`config.mk`:
```
export PLATFORM = sky130hd
export DESIGN_NAME = uvma_mapu_sched
export DESIGN_NICKNAME = d
export VERILOG_FILES = /design/src/rtl/uvma_mapu_sched.sv
export SDC_FILE = /design/constraint.sdc
export NUM_CORES = 1
export LEC_CHECK = 0
export ABC_AREA = 1
export CORE_AREA = 5 5 251 253
export CTS_CLUSTER_SIZE = 25
export DETAILED_ROUTE_END_ITERATION = 6
export DIE_AREA = 0 0 256 258
export HOLD_SLACK_MARGIN = 0.03
export PLACE_DENSITY_LB_ADDON = 0.12
export SYNTH_ARGS = -nofsm -noshare
export SYNTH_HDL_FRONTEND = slang
export SYNTH_SLANG_ARGS = --single-unit
export TNS_END_PERCENT = 1
```
`constraint.sdc`:
```
create_clock -name clk -period 5.05 [get_ports clk]
set_clock_uncertainty 0.05 [all_clocks]
set_input_delay 1.01 -clock clk [delete_from_list [all_inputs] [get_ports clk]]
set_output_delay 1.01 -clock clk [all_outputs]
set_load 0.1 [all_outputs]
```
`src/rtl/uvma_mapu_sched.sv`:
```
// Two-requester job scheduler in front of a single Matrix APU: whole-job arbitration, row feeding, tagged result return.
// Optional watchdog (output err_timeout, parameter TIMEOUT_CYCLES) is compiled in with `define UVMA_MAPU_SCHED_TIMEOUT_EN.
module uvma_mapu_sched #(
    parameter int DATA_WIDTH = 32,
    parameter int IN_ROWS    = 8,
    parameter int OUT_ROWS   = 4,
    parameter int MAX_OUTST  = 2
`ifdef UVMA_MAPU_SCHED_TIMEOUT_EN
    ,
    parameter int TIMEOUT_CYCLES = 1024
`endif
) (
    input  logic                    clk,
    input  logic                    reset,
    input  logic                    req0_vld,
    output logic                    req0_rdy,
    input  logic                    req0_op,
    input  logic [4*DATA_WIDTH-1:0] req0_row,
    input  logic                    req1_vld,
    output logic                    req1_rdy,
    input  logic                    req1_op,
    input  logic [4*DATA_WIDTH-1:0] req1_row,
    output logic                    mapu_en,
    output logic                    mapu_op,
    input  logic                    mapu_of,
    output logic                    mapu_i_vld,
    input  logic                    mapu_o_rdy,
    output logic [4*DATA_WIDTH-1:0] mapu_i_row,
    input  logic                    mapu_o_vld,
    output logic                    mapu_i_rdy,
    input  logic [4*DATA_WIDTH-1:0] mapu_o_row,
    output logic                    rsp_vld,
    input  logic                    rsp_rdy,
    output logic                    rsp_id,
    output logic                    rsp_last,
    output logic                    rsp_of,
    output logic [4*DATA_WIDTH-1:0] rsp_row,
`ifdef UVMA_MAPU_SCHED_TIMEOUT_EN
    output logic                    err_timeout,
`endif
    output logic                    busy
);

    localparam int OW = $clog2(MAX_OUTST + 1);
    localparam int IW = (IN_ROWS > 1) ? $clog2(IN_ROWS) : 1;
    localparam int CW = (OUT_ROWS > 1) ? $clog2(OUT_ROWS) : 1;
    localparam logic [OW-1:0] OUTST_MAX = OW'(MAX_OUTST);
    localparam logic [IW-1:0] IN_LAST   = IW'(IN_ROWS - 1);
    localparam logic [CW-1:0] OUT_LAST  = CW'(OUT_ROWS - 1);

    typedef enum logic [1:0] {S_IDLE, S_DRAIN, S_FEED} state_t;

    state_t               state, state_nxt;
    logic                 grant, grant_nxt;
    logic                 rr_ptr, rr_ptr_nxt;
    logic                 pend_op, pend_op_nxt;
    logic                 op_q, op_nxt;
    logic                 en_q, en_nxt;
    logic [IW-1:0]        in_cnt, in_cnt_nxt;
    logic [CW-1:0]        out_cnt;
    logic [OW-1:0]        outst;
    logic                 of_acc;
    logic [MAX_OUTST-1:0] id_fifo, id_fifo_nxt;
    logic                 any_vld, pick, pick_op, blocked, push, pop;
    logic                 fifo_nempty, ret_xfer, ret_last;

    assign mapu_op     = op_q;
    assign mapu_en     = en_q;
    assign fifo_nempty = (outst != '0);
    assign rsp_vld     = mapu_o_vld & fifo_nempty;
    assign mapu_i_rdy  = rsp_rdy & fifo_nempty;
    assign ret_xfer    = rsp_vld & rsp_rdy;
    assign ret_last    = (out_cnt == OUT_LAST);
    assign pop         = ret_xfer & ret_last;
    assign rsp_last    = rsp_vld & ret_last;
    assign rsp_of      = rsp_vld & (of_acc | mapu_of);
    assign rsp_row     = mapu_o_row;
    assign rsp_id      = id_fifo[0];
    assign busy        = (state != S_IDLE) | fifo_nempty;

    always_comb begin
        state_nxt   = state;
        grant_nxt   = grant;
        rr_ptr_nxt  = rr_ptr;
        pend_op_nxt = pend_op;
        op_nxt      = op_q;
        en_nxt      = en_q;
        in_cnt_nxt  = in_cnt;
        push        = 1'b0;
        mapu_i_vld  = 1'b0;
        mapu_i_row  = '0;
        req0_rdy    = 1'b0;
        req1_rdy    = 1'b0;
        any_vld     = req0_vld | req1_vld;
        pick        = (req0_vld && req1_vld) ? rr_ptr : req1_vld;
        pick_op     = pick ? req1_op : req0_op;
        case (state)
            S_IDLE: begin
                if (!any_vld && outst == '0)
                    en_nxt = 1'b0;
                if (any_vld && outst != OUTST_MAX && !blocked) begin
                    grant_nxt   = pick;
                    pend_op_nxt = pick_op;
                    en_nxt      = 1'b1;
                    // An op change must wait until every job of the old op has fully returned.
                    if (pick_op != op_q && outst != '0) begin
                        state_nxt = S_DRAIN;
                    end else begin
                        op_nxt    = pick_op;
                        state_nxt = S_FEED;
                    end
                end
            end
            S_DRAIN: begin
                if (outst == '0) begin
                    op_nxt    = pend_op;
                    state_nxt = S_FEED;
                end
            end
            S_FEED: begin
                mapu_i_vld = grant ? req1_vld : req0_vld;
                mapu_i_row = grant ? req1_row : req0_row;
                req0_rdy   = !grant && mapu_o_rdy;
                req1_rdy   = grant && mapu_o_rdy;
                if (mapu_i_vld && mapu_o_rdy) begin
                    if (in_cnt == IN_LAST) begin
                        in_cnt_nxt = '0;
                        push       = 1'b1;
                        rr_ptr_nxt = ~grant;
                        state_nxt  = S_IDLE;
                    end else begin
                        in_cnt_nxt = in_cnt + IW'(1);
                    end
                end
            end
            default: state_nxt = S_IDLE;
        endcase
    end

    // Head of the ID FIFO is bit 0; a pop shifts down, so a same-cycle push lands one slot lower.
    always_comb begin
        id_fifo_nxt = pop ? (id_fifo >> 1) : id_fifo;
        for (int i = 0; i < MAX_OUTST; i++)
            if (push && i == int'(outst) - int'(pop))
                id_fifo_nxt[i] = grant;
    end

    always_ff @(posedge clk) begin
        if (reset) begin
            state   <= S_IDLE;
            grant   <= 1'b0;
            rr_ptr  <= 1'b0;
            pend_op <= 1'b0;
            op_q    <= 1'b0;
            en_q    <= 1'b0;
            in_cnt  <= '0;
            out_cnt <= '0;
            outst   <= '0;
            of_acc  <= 1'b0;
            id_fifo <= '0;
        end else begin
            state   <= state_nxt;
            grant   <= grant_nxt;
            rr_ptr  <= rr_ptr_nxt;
            pend_op <= pend_op_nxt;
            op_q    <= op_nxt;
            en_q    <= en_nxt;
            in_cnt  <= in_cnt_nxt;
            id_fifo <= id_fifo_nxt;
            case ({push, pop})
                2'b10:   outst <= outst + OW'(1);
                2'b01:   outst <= outst - OW'(1);
                default: ;
            endcase
            if (ret_xfer) begin
                out_cnt <= ret_last ? '0 : out_cnt + CW'(1);
                of_acc  <= ret_last ? 1'b0 : (of_acc | mapu_of);
            end
        end
    end

`ifdef UVMA_MAPU_SCHED_TIMEOUT_EN
    localparam int TW = $clog2(TIMEOUT_CYCLES + 1);
    logic [TW-1:0] to_cnt;

    // Watchdog counts cycles with work outstanding but no result progress; once tripped it stops new grants.
    always_ff @(posedge clk) begin
        if (reset) begin
            to_cnt      <= '0;
            err_timeout <= 1'b0;
        end else if (!fifo_nempty || ret_xfer) begin
            to_cnt <= '0;
        end else if (!err_timeout) begin
            to_cnt <= to_cnt + TW'(1);
            if (to_cnt == TW'(TIMEOUT_CYCLES - 1))
                err_timeout <= 1'b1;
        end
    end

    assign blocked = err_timeout;
`else
    assign blocked = 1'b0;
`endif

endmodule
```
# [Word-level counts from Yosys, hierarchy flattened]
# Cells that the tools add are included.
[classes] eq_ne=14 muxes=30 reduce_logical=27 n_addsub=5 n_bitwise=10
[op_table] operator="128-bit two-way mux" count=2
[op_table] operator="32-bit zero test" count=1
[op_table] operator="1-bit two-way mux" count=17
[op_table] operator="2-bit two-way mux" count=7
[op_table] operator="2-bit nonzero test" count=7
[op_table] operator="2-bit inequality test, second input constant" count=6
[op_table] operator="1-bit logical AND" count=9
[op_table] operator="4-bit AND reduction" count=2
[op_table] operator="1-bit AND" count=6
[op_table] operator="2-bit == test, second input constant" count=3
[op_table] operator="2-bit one-hot mux with 3 select lines" count=1
[op_table] operator="2-bit AND reduction" count=3
[op_table] operator="2-bit by 1-bit adder with 2-bit output, second input constant" count=2
[op_table] operator="2-bit by 1-bit == test with 1-bit output, second input constant" count=2
[op_table] operator="2-bit zero test" count=2
[op_table] operator="2-bit one-hot mux with 2 select lines" count=1
[op_table] operator="3-bit by 1-bit adder with 3-bit output, second input constant" count=1
[op_table] operator="2-bit by 3-bit == test with 1-bit output, first input constant" count=1
[op_table] operator="3-bit == test, second input constant" count=1
[op_table] operator="3-bit two-way mux" count=1
[op_table] operator="1-bit bitwise OR" count=3
[op_table] operator="3-bit AND reduction" count=1
[op_table] operator="2-bit by 1-bit subtractor with 3-bit output" count=1
[op_table] operator="1-bit zero test" count=2
[op_table] operator="4 further kinds" count=4
[totals] out_inout_bits=267 input_bits=394 register_bits=17

# [Longest topological paths before layout]
# Gate-level depths: netlist of run 1.
[logic_depth] word_depth=8 ltp_mapped=12 ltp_nobuf=12

# [Worst setup path before layout of run 1]
# No wires, ideal clock.
[synth_timing] path_kind="input -> output" from="input mapu_o_rdy" to="output req0_rdy" arrival_time_ns=3.093 setup_slack_ns=0.897 required_time_ns=3.990 cell_stages=2 cell_sequence="inv_1 nor3_1"
[synth_via] elab_chain_cells=2
[synth_lines] element="start: declaration" line_no="27" rtl="input logic mapu_o_rdy,"
[synth_lines] element="1-bit logical AND" line_no="123" rtl="req0_rdy = !grant && mapu_o_rdy;"
[synth_lines] element="1-bit two-way mux" line_no="97" rtl="case (state)"
[synth_lines] element="end: declaration" line_no="16" rtl="output logic req0_rdy,"
# No other way between the ends.

# [Worst setup path in the final report of run 1]
[layout_timing] from="register grant" to="output mapu_i_row[14]"
[layout_via] elab_chain_cells=2
[layout_lines] element="start: declaration" line_no="54" rtl="logic grant, grant_nxt;"
[layout_lines] element="start signal: assignment" line_no="163" rtl="grant <= grant_nxt;"
[layout_lines] element="128-bit two-way mux" line_no="122" rtl="mapu_i_row = grant ? req1_row : req0_row;"
[layout_lines] element="128-bit two-way mux" line_no="97"
[layout_lines] element="end: declaration" line_no="28" rtl="output logic [4*DATA_WIDTH-1:0] mapu_i_row,"
# No other way between the ends.

==> results of run 1 <==
## worst max path at each step
stage                       start  slack [ps]        endpoint
3_3_place_gp         req1_row[57]        1660  mapu_i_row[57]
4_1_cts        grant$_SDFFE_PP0P_        1570  mapu_i_row[14]
3_5_place_dp         req1_row[89]        1700  mapu_i_row[89]
6_report       grant$_SDFFE_PP0P_        1690  mapu_i_row[14]
5_1_grt        grant$_SDFFE_PP0P_        1510  mapu_i_row[14]
2_1_floorplan          mapu_o_rdy         900        req0_rdy
## registers in the layout (all words and copies together) (netlist names)
signal and flops:
grant 1, pend_op 1, mapu_en 1, mapu_op 1, of_acc 1, out_cnt 2
outst 2, id_fifo 2, rr_ptr 1, state 2, in_cnt 3
## metrics by stage
| step | util, % | cells | power [mW] |
|---|---|---|---|
| 6_report | 12.30 | 1736 | 1.500 |
| 5_1_grt | 12.30 | 1736 | 1.570 |
| 4_1_cts | 12.30 | 1736 | 1.524 |
| 3_5_place_dp | 12.17 | 1732 | 1.349 |
| 3_3_place_gp | 12.17 | 1732 | 1.359 |
| 2_1_floorplan | - | 701 | 1.412 |
## power groups by stage
stage	Combinational, mW	Clock, mW	Sequential [mW]
finish	1.19	0.168	0.143
global route	1.25	0.182	0.143
CTS	1.21	0.175	0.143
detailed placement	1.20	0	0.146
global placement	1.21	0	0.146
floorplan	1.26	0	0.156
## logic make-up (layout without fill, tap and decap cells)
family / after synthesis / after routing / synth area share, %
AND/OR/NAND/NOR: 327 / 327 / 34.49
buffers and inverters: 196 / 441 / 33.16
AO/OA/AOI/OAI: 153 / 153 / 20.84
flip-flops: 17 / 17 / 9.055
adder cells (fa/ha/maj): 6 / 6 / 1.997
XOR/XNOR: 2 / 2 / 0.4661
## synthesized netlist by cell type
library cell  count  area (sq um)
o21ai_2           1         8.760
clkbuf_1         16         60.06
nor2_2            4         25.02
xor2_1            2         17.52
o21ai_4           1         16.27
nand3_2           1         10.01
o21ai_1           3         15.01
nor2_1           19         71.32
nand3_1           8         40.04
clkinv_1          1         3.750
inv_2             2         7.510
buf_2            24         120.1
dfxtp_1          17         340.3
nand2_2           1         6.260
a31oi_1           1         6.260
buf_4           128         960.9
inv_1            21         78.83
o21ai_0           5         25.02
nand2_4           1         11.26
nand2_1         285          1070
a21oi_1         141         705.7
buf_1             4         15.01
ha_1              6         75.07
nor2_4            3         33.78
or2_4             1         8.760
o22ai_1           1         6.260
nor3_1            4         20.02
## metal layers
metal	routed length (microns)	vias to the layer above	global-route usage (%)
li1	-	2578	-
met5	0	-	0.07310
met4	811	0	1.994
met3	3394	26	3.833
met2	12260	407	12.60
met1	8750	2202	6.849
## layout make-up
class	instances	area share [%]
Clock buffer	3	1.004
Tap cell	790	13.21
Timing Repair Buffer	413	50.78
Multi-Input combinational cell	488	29.10
Inverter	24	1.238
Sequential cell	17	4.599
Clock inverter	1	0.06690
## worst max-delay path, delay by kind of cell (launching register included)
family | cells | cell delay (ps)
buf+inv | 3 | 1320
flops | 1 | 360
compound gates | 1 | 240
simple gates | 1 | 80
==> run_results.csv, run 1 <==
group,metric,value,unit
status,run_status,"finished clean",
placement,placedInstanceArea,7401,sq um
logic_synthesis,mapped_cells,701,
clocking,clk-insertion-delay-late,250,ps
setup_path,endpoint_kind,"output port",
power_and_ir_drop,power_frac_seq,9.5,%
setup_path,critical-path-max-stage-delay,540,ps
logic_synthesis,post_synthesis_sequential_area_ratio,9.055,%
global_routing,pin_count_of_the_biggest_net_entering_global_routing,134,
timing,period_minus_slack,3361,ps
timing,tns,0,ps
route,number_of_remaining_drc_errors,0,
timing,final.period_utilization,66.55,%
min_path,whs_path_depth,2,
placement,place_ws,1699,ps
power_and_ir_drop,p_sw_share,60.91,%
route,residual_antenna_violating_net_count_after_detailed_routing,0,
power_and_ir_drop,power.leakage,3.054,nW
logic_synthesis,post_syn_area,3759,sq um
min_path,worst_hold_path.endpoint,"mapu_en$_SDFFE_PP0P_",
setup_path,cp_data_arrival_time,2300,ps
floorplan,fp.dieH,258,microns
global_routing,grt_pass1_vias,5490,
layout,layout.area.seq,344.1,sq um
setup_path,reg2reg_setup_slack,2690,ps
timing,rsz0062_at_grt,"no",
timing,maxSlewViolCount,0,
layout,synthToLayoutAreaGrowth,99.03,%
placement,routabilityCongestion,0.7340,
timing,hold-worst-slack,412.9,ps
setup_path,worst-path-max-fanout,60,
floorplan,initial_standard_cell_utilization_of_the_core,6.182,%
logic_synthesis,ys_seq_elements,17,
placement,numPortBuffers,404,
global_routing,grt_use_total,6.949,%
layout,layout.cell_area.non_filler,7481,sq um
layout,antenna_cells,0,
clocking,tritoncts,"done",
setup_path,r2r_path_end,"outst[1]$_SDFFE_PP0P_",
layout,layout.cells.most_common_list,"nand2_1, clkdlybuf4s50_1, buf_4, a21oi_1, inv_1",
timing,setup_viol,0,
timing,hold_viol,0,
setup_path,worstSetupPathType,"flip-flop to output port",
floorplan,fp.dieW,256,microns
power_and_ir_drop,clockPowerShare,11.2,%
global_routing,antenna_found_initial,0,
clocking,numCtsBuffers,3,
timing,post-route-worst-setup-slack,1689,ps
power_and_ir_drop,cellInternalPower,0.5864,mW
clocking,cts.hold.buffers_added,0,
floorplan,io_pins,661,
clocking,root_buffer_cell,"clkbuf_16",
layout,num-fill-cells,7151,
floorplan,rows,91,
logic_synthesis,synth.net_count,1101,
logic_synthesis,yosys_warnings,0,
timing,slew_headroom,32.42,%
power_and_ir_drop,combinationalPowerShare,79.3,%
setup_path,crit_slowest_cell,"inv_4",
floorplan,floorplan.core_area,60800,sq um
clocking,cts.reportedPaths.clkPinSlew,60,ps
min_path,hp-class,"flip-flop to flip-flop",
clocking,post_cts_setup_buffer_count,0,
setup_path,worst_setup_path_start_kind,"flip-flop",
setup_path,timing.critical_path.mode_cell,"buf_4",
timing,max_clock_freq,297.5,MHz
route,finalWirelength,25210,microns
power_and_ir_drop,power_switching,0.9139,mW
route,routed_via_density,3.003,
layout,post_route_cells_drive_above_1_share,17.44,%
setup_path,worst-endpoint-required,3990,ps
clocking,cts_sinks,17,
layout,num-nets-final,1347,
setup_path,ff2ff_path_depth,9,
floorplan,fp.dieArea,66050,sq um
route,drt_pass1_iterations,4,
layout,final_common_cell,"nand2_1",
flow_run,max-cap-violations,0,
layout,multi_input_comb_area,2177,sq um
logic_synthesis,synth.avg_cell_area,5.362,sq um
clocking,cts-htree-levels,1,
clocking,clock_path_buffers,2,
setup_path,reg2reg_from,"grant$_SDFFE_PP0P_",
route,drt_first_iter_violations,159,
min_path,holdCritStartpoint,"mapu_en$_SDFFE_PP0P_",
power_and_ir_drop,power_density,200.6,nW/um^2
setup_path,crit_chain,"inv_4, buf_4, nand2_1, a21oi_1, buf_4",
route,routed_wire_length_per_instance,14.52,microns
global_routing,grt_first_pass_wirelength,35820,microns
route,dr_total_vias,5213,
power_and_ir_drop,vdd_drop_max,0.00009682,V
clocking,post_cts.resized_instances,0,
timing,tightest_slew,1011,ps
global_routing,grt.overflow.total,0,
logic_synthesis,synth_cell_types,27,
placement,post-dp-hpwl,20520,microns
(Power assumes the default switching activity.)
==> run 2: changes to the inputs <==
Settings changed: CORE_AREA 5 5 251 253 to 5 5 253 255, DIE_AREA 0 0 256 258 to 0 0 258 260.
Clock period 5.05 ns to 2.9 ns, I/O delays scaled along.
==> run_results.csv, run 2 (synthesis gave the netlist of run 1 again) <==
group,metric,value,unit
setup_path,worst-path-max-fanout,39,
layout,layout.cell_area.non_filler,9281,sq um
status,run_status,"finished clean",
route,number_of_remaining_drc_errors,0,
clocking,post_cts_setup_buffer_count,0,
floorplan,io_pins,661,
clocking,numCtsBuffers,3,
route,finalWirelength,26890,microns
route,routed_via_density,3.049,
timing,setup_viol,0,
setup_path,worst-endpoint-required,2270,ps
timing,period_minus_slack,2714,ps
global_routing,pin_count_of_the_biggest_net_entering_global_routing,82,
floorplan,rows,91,
clocking,tritoncts,"done",
layout,post_route_cells_drive_above_1_share,18.57,%
flow_run,max-cap-violations,0,
placement,placedInstanceArea,9200,sq um
power_and_ir_drop,power_density,332.3,nW/um^2
layout,antenna_cells,0,
layout,final_common_cell,"nand2_1",
clocking,cts.hold.buffers_added,0,
min_path,hp-class,"flip-flop to flip-flop",
layout,regMostFlops,"in_cnt",
setup_path,endpoint_kind,"output port",
floorplan,fp.dieH,260,microns
global_routing,grt_first_pass_wirelength,37110,microns
setup_path,worstSetupPathType,"flip-flop to output port",
timing,slew_headroom,69.54,%
timing,max_clock_freq,368.5,MHz
clocking,clock_path_buffers,2,
global_routing,grt_pass1_vias,5498,
timing,final.period_utilization,93.57,%
placement,post-dp-hpwl,22560,microns
layout,largest_reg_flops,3,
timing,rsz0062_at_grt,"no",
floorplan,fp.dieArea,67080,sq um
global_routing,antenna_found_initial,0,
global_routing,grt_use_total,7.213,%
floorplan,fp.dieW,258,microns
floorplan,initial_standard_cell_utilization_of_the_core,6.124,%
route,routed_wire_length_per_instance,15.43,microns
setup_path,cp_data_arrival_time,2080,ps
route,drt_pass1_iterations,4,
layout,synthToLayoutAreaGrowth,146.9,%
route,drt_first_iter_violations,205,
layout,layoutNonFillerInstCount,1743,
layout,num-nets-final,1354,
placement,placedCellCount,1739,
timing,maxSlewViolCount,0,
global_routing,grt.overflow.total,0,
clocking,root_buffer_cell,"clkbuf_16",
placement,routabilityCongestion,0.7150,
clocking,cts_sinks,17,
clocking,post_cts.resized_instances,0,
clocking,cts-htree-levels,1,
setup_path,worst_setup_path_start_kind,"flip-flop",
timing,tightest_slew,458.3,ps
clocking,cts.reportedPaths.clkPinSlew,60,ps
power_and_ir_drop,power.leakage,3.568,nW
timing,hold_viol,0,
power_and_ir_drop,vdd_drop_max,0.0001518,V
layout,layout.cells.most_common_list,"nand2_1, clkdlybuf4s50_1, buf_12, a21oi_1, inv_1",
route,residual_antenna_violating_net_count_after_detailed_routing,0,
placement,numPortBuffers,404,
floorplan,floorplan.core_area,61370,sq um
route,dr_total_vias,5315,
clocking,clk-insertion-delay-late,260,ps
timing,hold-worst-slack,420.8,ps
-- run 2: changes by cell type in the layout (fill, tap and decap cells not counted), sizes merged --
| cell | delta |
|---|---|
| clkinv | -1 |
| buf | +11 |
| inv | +1 |
| clkdlybuf4s50 | -4 |
-- run 2: stage by stage --
| step | total power, mW | TNS (ps) | util (%) | setup slack, ps |
|---|---|---|---|---|
| 3_5_place_dp | 2.826 | 0 | 14.99 | 324.2 |
| 6_report | 3.084 | 0 | 15.12 | 186.4 |
| 2_1_floorplan | 2.459 | -10740 | - | -481.3 |
| 5_1_grt | 3.208 | 0 | 15.12 | 105.1 |
| 4_1_cts | 3.136 | 0 | 15.12 | 119.2 |
| 3_3_place_gp | 2.843 | 0 | 14.99 | 241.3 |
-- run 2: power by group --
group / internal [mW] / total [mW] / switching (mW)
Clock: 0.187 / 0.296 / 0.109
Sequential: 0.241 / 0.249 / 0.00856
Combinational: 0.969 / 2.54 / 1.57
-- run 2: path summary, 6_finish.rpt --
check | depth (start not counted) | endpoint | slack [ps] | from
worst min-delay path | 2 | in_cnt[2]$_SDFFE_PP0P_ | 420 | in_cnt[2]$_SDFFE_PP0P_
worst max-delay path | 5 | mapu_i_row[125] | 190 | state[1]$_SDFFE_PP0P_
worst max register to register | 9 | outst[1]$_SDFFE_PP0P_ | 840 | grant$_SDFFE_PP0P_
worst min register to register | 2 | in_cnt[2]$_SDFFE_PP0P_ | 420 | in_cnt[2]$_SDFFE_PP0P_
-- run 2: worst max-delay path, stage by stage, from the launching register on --
cell,delay (ps)
dfxtp_1,460
nand2_4,240
buf_12,240
buf_4,220
a21oi_1,380
buf_12,240
-- run 2: layout make-up --
class                   instances  area [sq um]
multi-input cells             488          2182
repair buffers                420          5593
fillers                      7024         52090
flip-flops and latches         17         344.1
inverters                      24         92.59
clock buffers                   3         75.07
well taps                     790         988.4
clock inverters                 1         6.256
-- run 2: routing by layer --
layer | wire length [microns] | part of all wire [%] | GRT usage, %
met5 | 0 | 0 | 0
met3 | 3291 | 12 | 3.379
met1 | 9359 | 35 | 7.354
met2 | 13280 | 49 | 13.04
met4 | 964 | 3.6 | 2.418
